### config.mk
export PLATFORM = sky130hd
export DESIGN_NAME = uart_tx_sched
export DESIGN_NICKNAME = d
export VERILOG_FILES = /design/src/rtl/uart_tx_sched.sv
export SDC_FILE = /design/constraint.sdc
export NUM_CORES = 1
export LEC_CHECK = 0
export ABC_AREA = 1
export BUFFER_PORTS_ARGS = -buffer_cell sky130_fd_sc_hd__buf_2
export CORE_MARGIN = 8
export CORE_UTILIZATION = 45
export CTS_BUF_LIST = sky130_fd_sc_hd__clkbuf_2
export DETAILED_ROUTE_END_ITERATION = 10
export PLACE_DENSITY = 0.73
export SYNTH_ARGS = -nofsm -noshare
export SYNTH_HDL_FRONTEND = slang
export SYNTH_SLANG_ARGS = --single-unit
### constraint.sdc
create_clock -name clk -period 2.92 [get_ports clk]
set_clock_uncertainty 0.15 [all_clocks]
set_input_delay 0.292 -clock clk [delete_from_list [all_inputs] [get_ports clk]]
set_output_delay 0.292 -clock clk [all_outputs]
set_load 0.01 [all_outputs]
### src/rtl/uart_tx_sched.sv
// Shares one UART 8N1 transmit line between NUM_REQ byte sources.
// Requesters are served round-robin. Bit timing comes from the oversample tick b_tick.
module uart_tx_sched #(
    parameter int NUM_REQ    = 4,
    parameter int DATA_W     = 8,
    parameter int OVERSAMPLE = 16
) (
    input  logic                          clk,
    input  logic                          rst,
    input  logic                          b_tick,
    input  logic [NUM_REQ-1:0]            req_valid,
    input  logic [NUM_REQ*DATA_W-1:0]     req_data,
    output logic [NUM_REQ-1:0]            req_ready,
    output logic                          tx,
    output logic                          busy,
    output logic [$clog2(NUM_REQ)-1:0]    grant_id,
    output logic                          tx_done
);
    localparam int ID_W   = $clog2(NUM_REQ);
    localparam int TICK_W = $clog2(OVERSAMPLE);
    localparam int BIT_W  = (DATA_W > 1) ? $clog2(DATA_W) : 1;

    typedef enum logic [1:0] {
        S_IDLE  = 2'd0,
        S_START = 2'd1,
        S_DATA  = 2'd2,
        S_STOP  = 2'd3
    } state_t;

    state_t             state_r, state_s;
    logic [ID_W-1:0]    ptr_r, ptr_s;
    logic [ID_W-1:0]    grant_r, grant_s;
    logic [ID_W-1:0]    win_idx_s, cand_s;
    logic [ID_W:0]      sum_s;
    logic               win_found_s;
    logic [DATA_W-1:0]  win_data_s;
    logic [DATA_W-1:0]  shift_r, shift_s;
    logic [TICK_W-1:0]  tick_r, tick_s;
    logic [BIT_W-1:0]   bit_r, bit_s;
    logic               tx_r, tx_s;
    logic               busy_r, busy_s;
    logic               done_r, done_s;
    logic               tick_last_s;

    assign tick_last_s = b_tick && (tick_r == TICK_W'(OVERSAMPLE - 1));

    assign tx       = tx_r;
    assign busy     = busy_r;
    assign grant_id = grant_r;
    assign tx_done  = done_r;

    // Round-robin search starting at the pointer; the first valid requester wins
    always_comb begin
        win_found_s = 1'b0;
        win_idx_s   = '0;
        sum_s       = '0;
        cand_s      = '0;
        for (int k = 0; k < NUM_REQ; k++) begin
            sum_s       = {1'b0, ptr_r} + (ID_W+1)'(k);
            sum_s       = (sum_s >= (ID_W+1)'(NUM_REQ)) ? sum_s - (ID_W+1)'(NUM_REQ) : sum_s;
            cand_s      = sum_s[ID_W-1:0];
            win_idx_s   = (!win_found_s && req_valid[cand_s]) ? cand_s : win_idx_s;
            win_found_s = win_found_s | req_valid[cand_s];
        end
    end

    // Mux out the winning requester's byte
    always_comb begin
        win_data_s = '0;
        for (int i = 0; i < NUM_REQ; i++) begin
            win_data_s = (win_idx_s == ID_W'(i)) ? req_data[i*DATA_W +: DATA_W] : win_data_s;
        end
    end

    // Accept strobe: only the winner, only in IDLE, never while reset is applied
    always_comb begin
        req_ready = '0;
        if (rst && (state_r == S_IDLE) && win_found_s) begin
            req_ready[win_idx_s] = 1'b1;
        end else begin
            req_ready = '0;
        end
    end

    // Next-state, bit sequencing and output values
    always_comb begin
        state_s = state_r;
        ptr_s   = ptr_r;
        grant_s = grant_r;
        shift_s = shift_r;
        bit_s   = bit_r;
        tx_s    = tx_r;
        busy_s  = busy_r;
        done_s  = 1'b0;
        tick_s  = tick_r;
        if ((state_r != S_IDLE) && b_tick) begin
            tick_s = tick_last_s ? '0 : tick_r + TICK_W'(1);
        end else begin
            tick_s = tick_r;
        end
        case (state_r)
            S_IDLE: begin
                tx_s   = 1'b1;
                busy_s = 1'b0;
                // A tick coinciding with the accept edge is not counted
                if (win_found_s) begin
                    shift_s = win_data_s;
                    grant_s = win_idx_s;
                    ptr_s   = (win_idx_s == ID_W'(NUM_REQ - 1)) ? '0 : win_idx_s + ID_W'(1);
                    tick_s  = '0;
                    bit_s   = '0;
                    tx_s    = 1'b0;
                    busy_s  = 1'b1;
                    state_s = S_START;
                end else begin
                    state_s = S_IDLE;
                end
            end
            S_START: begin
                if (tick_last_s) begin
                    state_s = S_DATA;
                    bit_s   = '0;
                    tx_s    = shift_r[0];
                end else begin
                    state_s = S_START;
                end
            end
            S_DATA: begin
                if (tick_last_s) begin
                    if (bit_r == BIT_W'(DATA_W - 1)) begin
                        state_s = S_STOP;
                        tx_s    = 1'b1;
                    end else begin
                        bit_s   = bit_r + BIT_W'(1);
                        shift_s = {1'b0, shift_r[DATA_W-1:1]};
                        tx_s    = shift_r[1];
                    end
                end else begin
                    state_s = S_DATA;
                end
            end
            S_STOP: begin
                if (tick_last_s) begin
                    state_s = S_IDLE;
                    tx_s    = 1'b1;
                    busy_s  = 1'b0;
                    done_s  = 1'b1;
                end else begin
                    state_s = S_STOP;
                end
            end
            default: begin
                state_s = S_IDLE;
                tx_s    = 1'b1;
                busy_s  = 1'b0;
            end
        endcase
    end

    // State and output registers; reset aborts any frame without a done pulse
    always_ff @(posedge clk) begin
        if (!rst) begin
            state_r <= S_IDLE;
            ptr_r   <= '0;
            grant_r <= '0;
            shift_r <= '0;
            tick_r  <= '0;
            bit_r   <= '0;
            tx_r    <= 1'b1;
            busy_r  <= 1'b0;
            done_r  <= 1'b0;
        end else begin
            state_r <= state_s;
            ptr_r   <= ptr_s;
            grant_r <= grant_s;
            shift_r <= shift_s;
            tick_r  <= tick_s;
            bit_r   <= bit_s;
            tx_r    <= tx_s;
            busy_r  <= busy_s;
            done_r  <= done_s;
        end
    end

endmodule

### Yosys cells after proc, flatten, opt, wreduce, memory -nomap -nowiden

Cells that the tools add are included.

* add/sub/neg operators: 10
* order comparisons: 10
* eq/ne operators: 14
* mux-type cells: 53
* bitwise logic cells: 3
* reductions and logical operators: 23

Operators with widths (count)
* 8-bit two-way mux: 7
* 2-bit two-way mux: 13
* 4-bit two-way mux: 5
* 8-bit case mux with 2 select lines: 1
* 2-bit by 3-bit less-than comparator with 1-bit output (second input constant): 5
* 1-bit two-way mux: 14
* 3-bit two-way mux: 4
* 2-bit inequality test (second input constant): 5
* 3-bit >= comparator (second input constant): 3
* 3-bit case mux with 3 select lines: 1
* 1-bit binary-select mux with 2-bit select: 4
* 2-bit equality test (second input constant): 4
* 1-bit logical AND: 8
* 2-bit case mux with 4 select lines: 1
* 2-bit by 1-bit subtractor with 2-bit output (second input constant): 4
* 2-bit by 2-bit adder with 3-bit output (second input constant): 2
* 2-bit AND reduction: 3
* 2-bit nonzero test: 3
* 5-bit AND reduction: 1
* 4-bit by 1-bit adder with 4-bit output (second input constant): 1
* 2-bit by 1-bit equality test with 1-bit output (second input constant): 2
* 4-bit equality test (second input constant): 1
* 2-bit logical NOT: 2
* 1-bit case mux with 4 select lines: 1
* other kinds (14): 18

* flip-flop bits (word level): 24
* output and inout bits: 9

### Depth between registers and ports, before layout

* depth in word-level cells: 17
* mapped depth: 23

### Worst setup path after synthesis

OpenSTA, ideal clock, no wires.

* path kind: flip-flop to flip-flop
* start: register ptr_r[0]
* end: register shift_r[0]
* library setup time: 64 ps
* arrival: 2269 ps
* required time: 2706 ps
* path slack: 437 ps
* cell stages (with the launch flop): 19
* period minus slack after synthesis: 2483 ps
* cell sequence: dfxtp_1 > buf_6 > inv_6 > nand2_2 > nand3_1 > nand2_1 > nor2_4 > nand3_2 > nand2_1 > inv_1 > ha_1 > clkbuf_1 > nor2_1 > nand2_1 > nand2_1 > nand3_1 > a31oi_1 > a21oi_1 > nor2_1

* cells in the longest elaborated chain, start to end: 17

RTL lines
* from (decl): RTL line 31 `logic [ID_W-1:0] ptr_r, ptr_s;`
* from (signal assigned): RTL line 174 `ptr_r <= ptr_s;`
* 2-bit by 1-bit adder with 3-bit output: RTL line 59 `sum_s = {1'b0, ptr_r} + (ID_W+1)'(k);`
* 3-bit >= comparator / 2-bit by 1-bit subtractor with 2-bit output (equally long branches): RTL line 60 `sum_s = (sum_s >= (ID_W+1)'(NUM_REQ)) ? sum_s - (ID_W+1)'(NUM_REQ) : sum_s;`
* 2-bit two-way mux: RTL line 60
* 1-bit binary-select mux with 2-bit select: RTL line 62, 63
* 1-bit two-way mux (implied by the code): RTL line 62, 63
* 1-bit bitwise OR: RTL line 63 `win_found_s = win_found_s | req_valid[cand_s];`
* 1-bit logical NOT / 1-bit bitwise OR (equally long branches): RTL line 62, 63
* 1-bit logical AND / 1-bit logical NOT (equally long branches): RTL line 62 `win_idx_s = (!win_found_s && req_valid[cand_s]) ? cand_s : win_idx_s;`
* 2-bit two-way mux / 1-bit logical AND (equally long branches): RTL line 62
* 2-bit two-way mux *: RTL line 62
* named net win_idx_s[0]: RTL line 33 `logic [ID_W-1:0] win_idx_s, cand_s;`
* 2-bit logical NOT: RTL line 71 `win_data_s = (win_idx_s == ID_W'(i)) ? req_data[i*DATA_W +: DATA_W] : win_data_s;`
* 8-bit two-way mux (3 in series): RTL line 71
* 8-bit two-way mux *: RTL line 71
* 8-bit two-way mux *: RTL line 106 `if (win_found_s) begin`
* 8-bit case mux with 2 select lines *: RTL line 101 `case (state_r)`
* to (signal assigned): RTL line 176 `shift_r <= shift_s;`
* to (decl): RTL line 37 `logic [DATA_W-1:0] shift_r, shift_s;`

Mark *: on every way through the listed nets, which the timed path passes. The rest lies on a longest branch. The select of a mux whose other input is x is not followed.
A chain may end at the register's enable or synchronous reset.

### Final worst setup path

* start: register ptr_r[0]
* end: output port req_ready[3]

* cells in the longest elaborated chain, start to end: 15

RTL lines
* 2-bit by 1-bit adder with 3-bit output: RTL line 59
* 3-bit >= comparator / 2-bit by 1-bit subtractor with 2-bit output (equally long branches): RTL line 60
* 2-bit two-way mux: RTL line 60
* 1-bit binary-select mux with 2-bit select: RTL line 62, 63
* 1-bit two-way mux (implied by the code): RTL line 62, 63
* 1-bit bitwise OR: RTL line 63
* 1-bit logical NOT / 1-bit bitwise OR (equally long branches): RTL line 62, 63
* 1-bit logical AND / 1-bit logical NOT (equally long branches): RTL line 62
* 2-bit two-way mux / 1-bit logical AND (equally long branches): RTL line 62
* 2-bit two-way mux *: RTL line 62
* named net win_idx_s[1]: RTL line 33
* 2-bit by 3-bit less-than comparator with 1-bit output (implied by the code) / 2-bit by 1-bit >= comparator with 1-bit output (equally long branches): RTL line 79 `req_ready[win_idx_s] = 1'b1;`
* 1-bit logical AND (implied by the code): RTL line 79
* 1-bit two-way mux (implied by the code): RTL line 79
* 1-bit demux with 2-bit select *: RTL line 79
* 4-bit two-way mux *: RTL line 78 `if (rst && (state_r == S_IDLE) && win_found_s) begin`
* to (decl): RTL line 13 `output logic [NUM_REQ-1:0] req_ready,`

Marked as above.

==> results.toml <==
[cells_and_area]
fin_nets = 390
design_area_um2 = 2100
fillerInstances = 413
multi_input_area_um2 = 1100
drive_above_1_share = 0.257
final_cells = 392
regArea_um2 = 485
final_common_cell = "nand2_1"
syn_to_final_growth_pct = 17.4
final_cell_mix = "nand2_1 (81), buf_2 (47), nor2_1 (39)"
diodes = 0

[power]
p_clk_frac = 0.059
cellPowerDensity_nw_per_um2 = 1040
leakage_nw = 1.10
worst_ir_drop_vdd_uv = 1050
intPower_w = 0.00108
seqPwrFrac = 0.219
pwr-share-comb = 0.722
swShare = 0.506
switchingPower_w = 0.00110

[synthesis]
ys_seq_area_frac = 0.269
synth.net_count = 343
syn_avg_cell_area_um2 = 6.02
synth_area_leaders = "dfxtp_1 (27%), nand2_1 (17%), nor2_1 (8.4%)"
yosys_warnings = 0
ys_ff_latch = 24
synthCells = 297
syn-cell-area_um2 = 1790
synth_top_cell_by_area = "dfxtp_1"
synth_cell_type_count = 27
synth_top_area_share = 0.269

[critical_path]
cp.arrival_ns = 2.26
end_kind = "output pin"
rr_startpoint = "ptr_r[0]"
crit_fanout = 8
critPathKind = "reg2out"
crit_start = "ptr_r[0]"
cp-start-kind = "flop"
critical_path_required_ns = 2.48

[cts]
cts_made_buffers = 3
cts.sinks = 24
root_buffer = "clkbuf_2"
clock_path_buffers = 2
ctsHoldBuffers = 0
cts_tree = "done"
htree_levels = 1
path_clk_slew_ns = 0.22
clk_latency_ns = 0.34

[worst_hold_path]
worstHoldPathType = "in2reg"
hold_start = "req_data[31]"

[grt]
antenna_found_initial = 0
grt-ovfl-total = 0
grt_max_degree = 23
track_usage = 0.138
grt_pass1_wl_um = 7310
grt_pass1_vias = 1784

[routing]
drcViolationCount = 0
drt-pass1-iter-count = 4
drtIter0Drc = 79
viasPerCell = 4.82
route.antenna.remaining_nets = 0
wl_per_cell_um = 11.1
vias = 1891
postRouteWirelength_um = 4350

[floorplan]
dieArea_um2 = 6240
die_y_um = 79.0
num_rows = 23
start_util = 0.457
io_pins = 48
die_width_um = 79.0
design.core.area_um2 = 3910

[run]
maxCapViolCount = 0

[placed_design]
dp.cells = 387
port_buffers = 47
placed_cell_area_um2 = 2040
gp_congestion = 0.854
post-dp-hpwl_um = 3340

[sta]
worst_pin_slew_ns = 0.488
slew_headroom = 0.674
slew_viol_final = 0
hold_ws_ns = 0.0677
timing_hold_violations_final = 0
setup_viol = 0
finalCriticalPeriod_ns = 2.70
fmax_mhz = 370
finalCritPeriodShare = 0.925
rsz0062_at_grt = "no"
tns_ns = 0

[run_status]
status = "complete, no violations"
Yosys cell counts:
cell / number
or2_2: 9
a21oi_1: 19
inv_1: 36
o31ai_1: 1
dfxtp_1: 24
xor2_1: 2
nor2_1: 40
o21ai_0: 11
nand2_1: 83
nand4_1: 4
a21oi_2: 1
nand3b_1: 1
inv_6: 1
nand2_4: 1
clkbuf_1: 4
nand2_2: 6
nor2_4: 1
nand3_1: 27
nand3_2: 1
buf_6: 3
a22oi_1: 1
nor2_2: 2
ha_1: 7
buf_2: 3
clkinv_1: 1
a31oi_1: 7
inv_2: 1
through the flow:
| step | power, W | util | worst slack, ns |
|---|---|---|---|
| floorplan | 0.00165 | - | 0.437 |
| CTS | 0.00209 | 0.526 | 0.0278 |
| global route | 0.00245 | 0.536 | 0.0175 |
| detailed placement | 0.00195 | 0.522 | 0.170 |
| global placement | 0.00194 | 0.522 | 0.238 |
| finish | 0.00218 | 0.536 | 0.220 |
sequential cells by signal, indices dropped and copies added, names as in the netlist:
signal    flops
tick_r        4
tx_done       1
bit_r         3
shift_r       8
tx            1
grant_id      2
state_r       2
ptr_r         2
busy          1
worst max-delay path, cell delays in order, from the launching register on:
cell and delay, ns:
dfxtp_4 0.46, nand2_1 0.09, nand3_1 0.11, nand2_1 0.11, nor2_4 0.17, nand3b_1 0.09, nand3_1 0.10, nand2_1 0.11
inv_1 0.10, ha_2 0.21, clkinvlp_4 0.11, nor2_1 0.10, buf_2 0.14
cells by family (layout without fill, tap and decap cells):
logic type,Yosys count,count (layout),synth area share
simple gates,175,175,0.430
buf+inv,49,94,0.120
compound gates,40,40,0.122
flops,24,24,0.269
fa+ha+maj,7,7,0.0490
xor+xnor,2,2,0.00981
power by group through the flow:
stage / Sequential [W] / Combinational (W) / Clock (W)
4_1_cts: 0.000473 / 0.00148 / 0.000132
2_1_floorplan: 0.000465 / 0.00118 / 0
6_report: 0.000478 / 0.00157 / 0.000129
5_1_grt: 0.000491 / 0.00182 / 0.000144
3_3_place_gp: 0.000478 / 0.00147 / 0
3_5_place_dp: 0.000479 / 0.00147 / 0
per-layer routing:
metal | global-route usage | vias up | part of all wire | wire [um]
li1 | - | 1031 | - | -
met1 | 0.191 | 799 | 0.54 | 2350
met2 | 0.214 | 55 | 0.41 | 1800
met3 | 0.0158 | 6 | 0.033 | 144
met4 | 0.0481 | 0 | 0.013 | 58
met5 | 0 | - | 0 | 0
path summary, 6_finish.rpt:
check	slack, ns	end	cells past startpoint
worst max-delay path	0.22	req_ready[3]	12
worst min-delay path	0.07	shift_r[7]	3
worst max register to register	0.43	shift_r[0]	15
worst min register to register	0.35	grant_id[1]	2
area by class of cell:
cell class	instances	area share
Inverter	39	0.0739
Timing Repair Buffer	52	0.132
Multi-Input combinational cell	224	0.526
Tap cell	50	0.0298
Clock buffer	3	0.00716
Sequential cell	24	0.231
repair_timing:
action,in CTS,in global routing
gates resized for setup,1,11
buffers inserted,0,2
setup endpoints to repair,1,11
pin swaps,0,0
(Power assumes the default switching activity.)
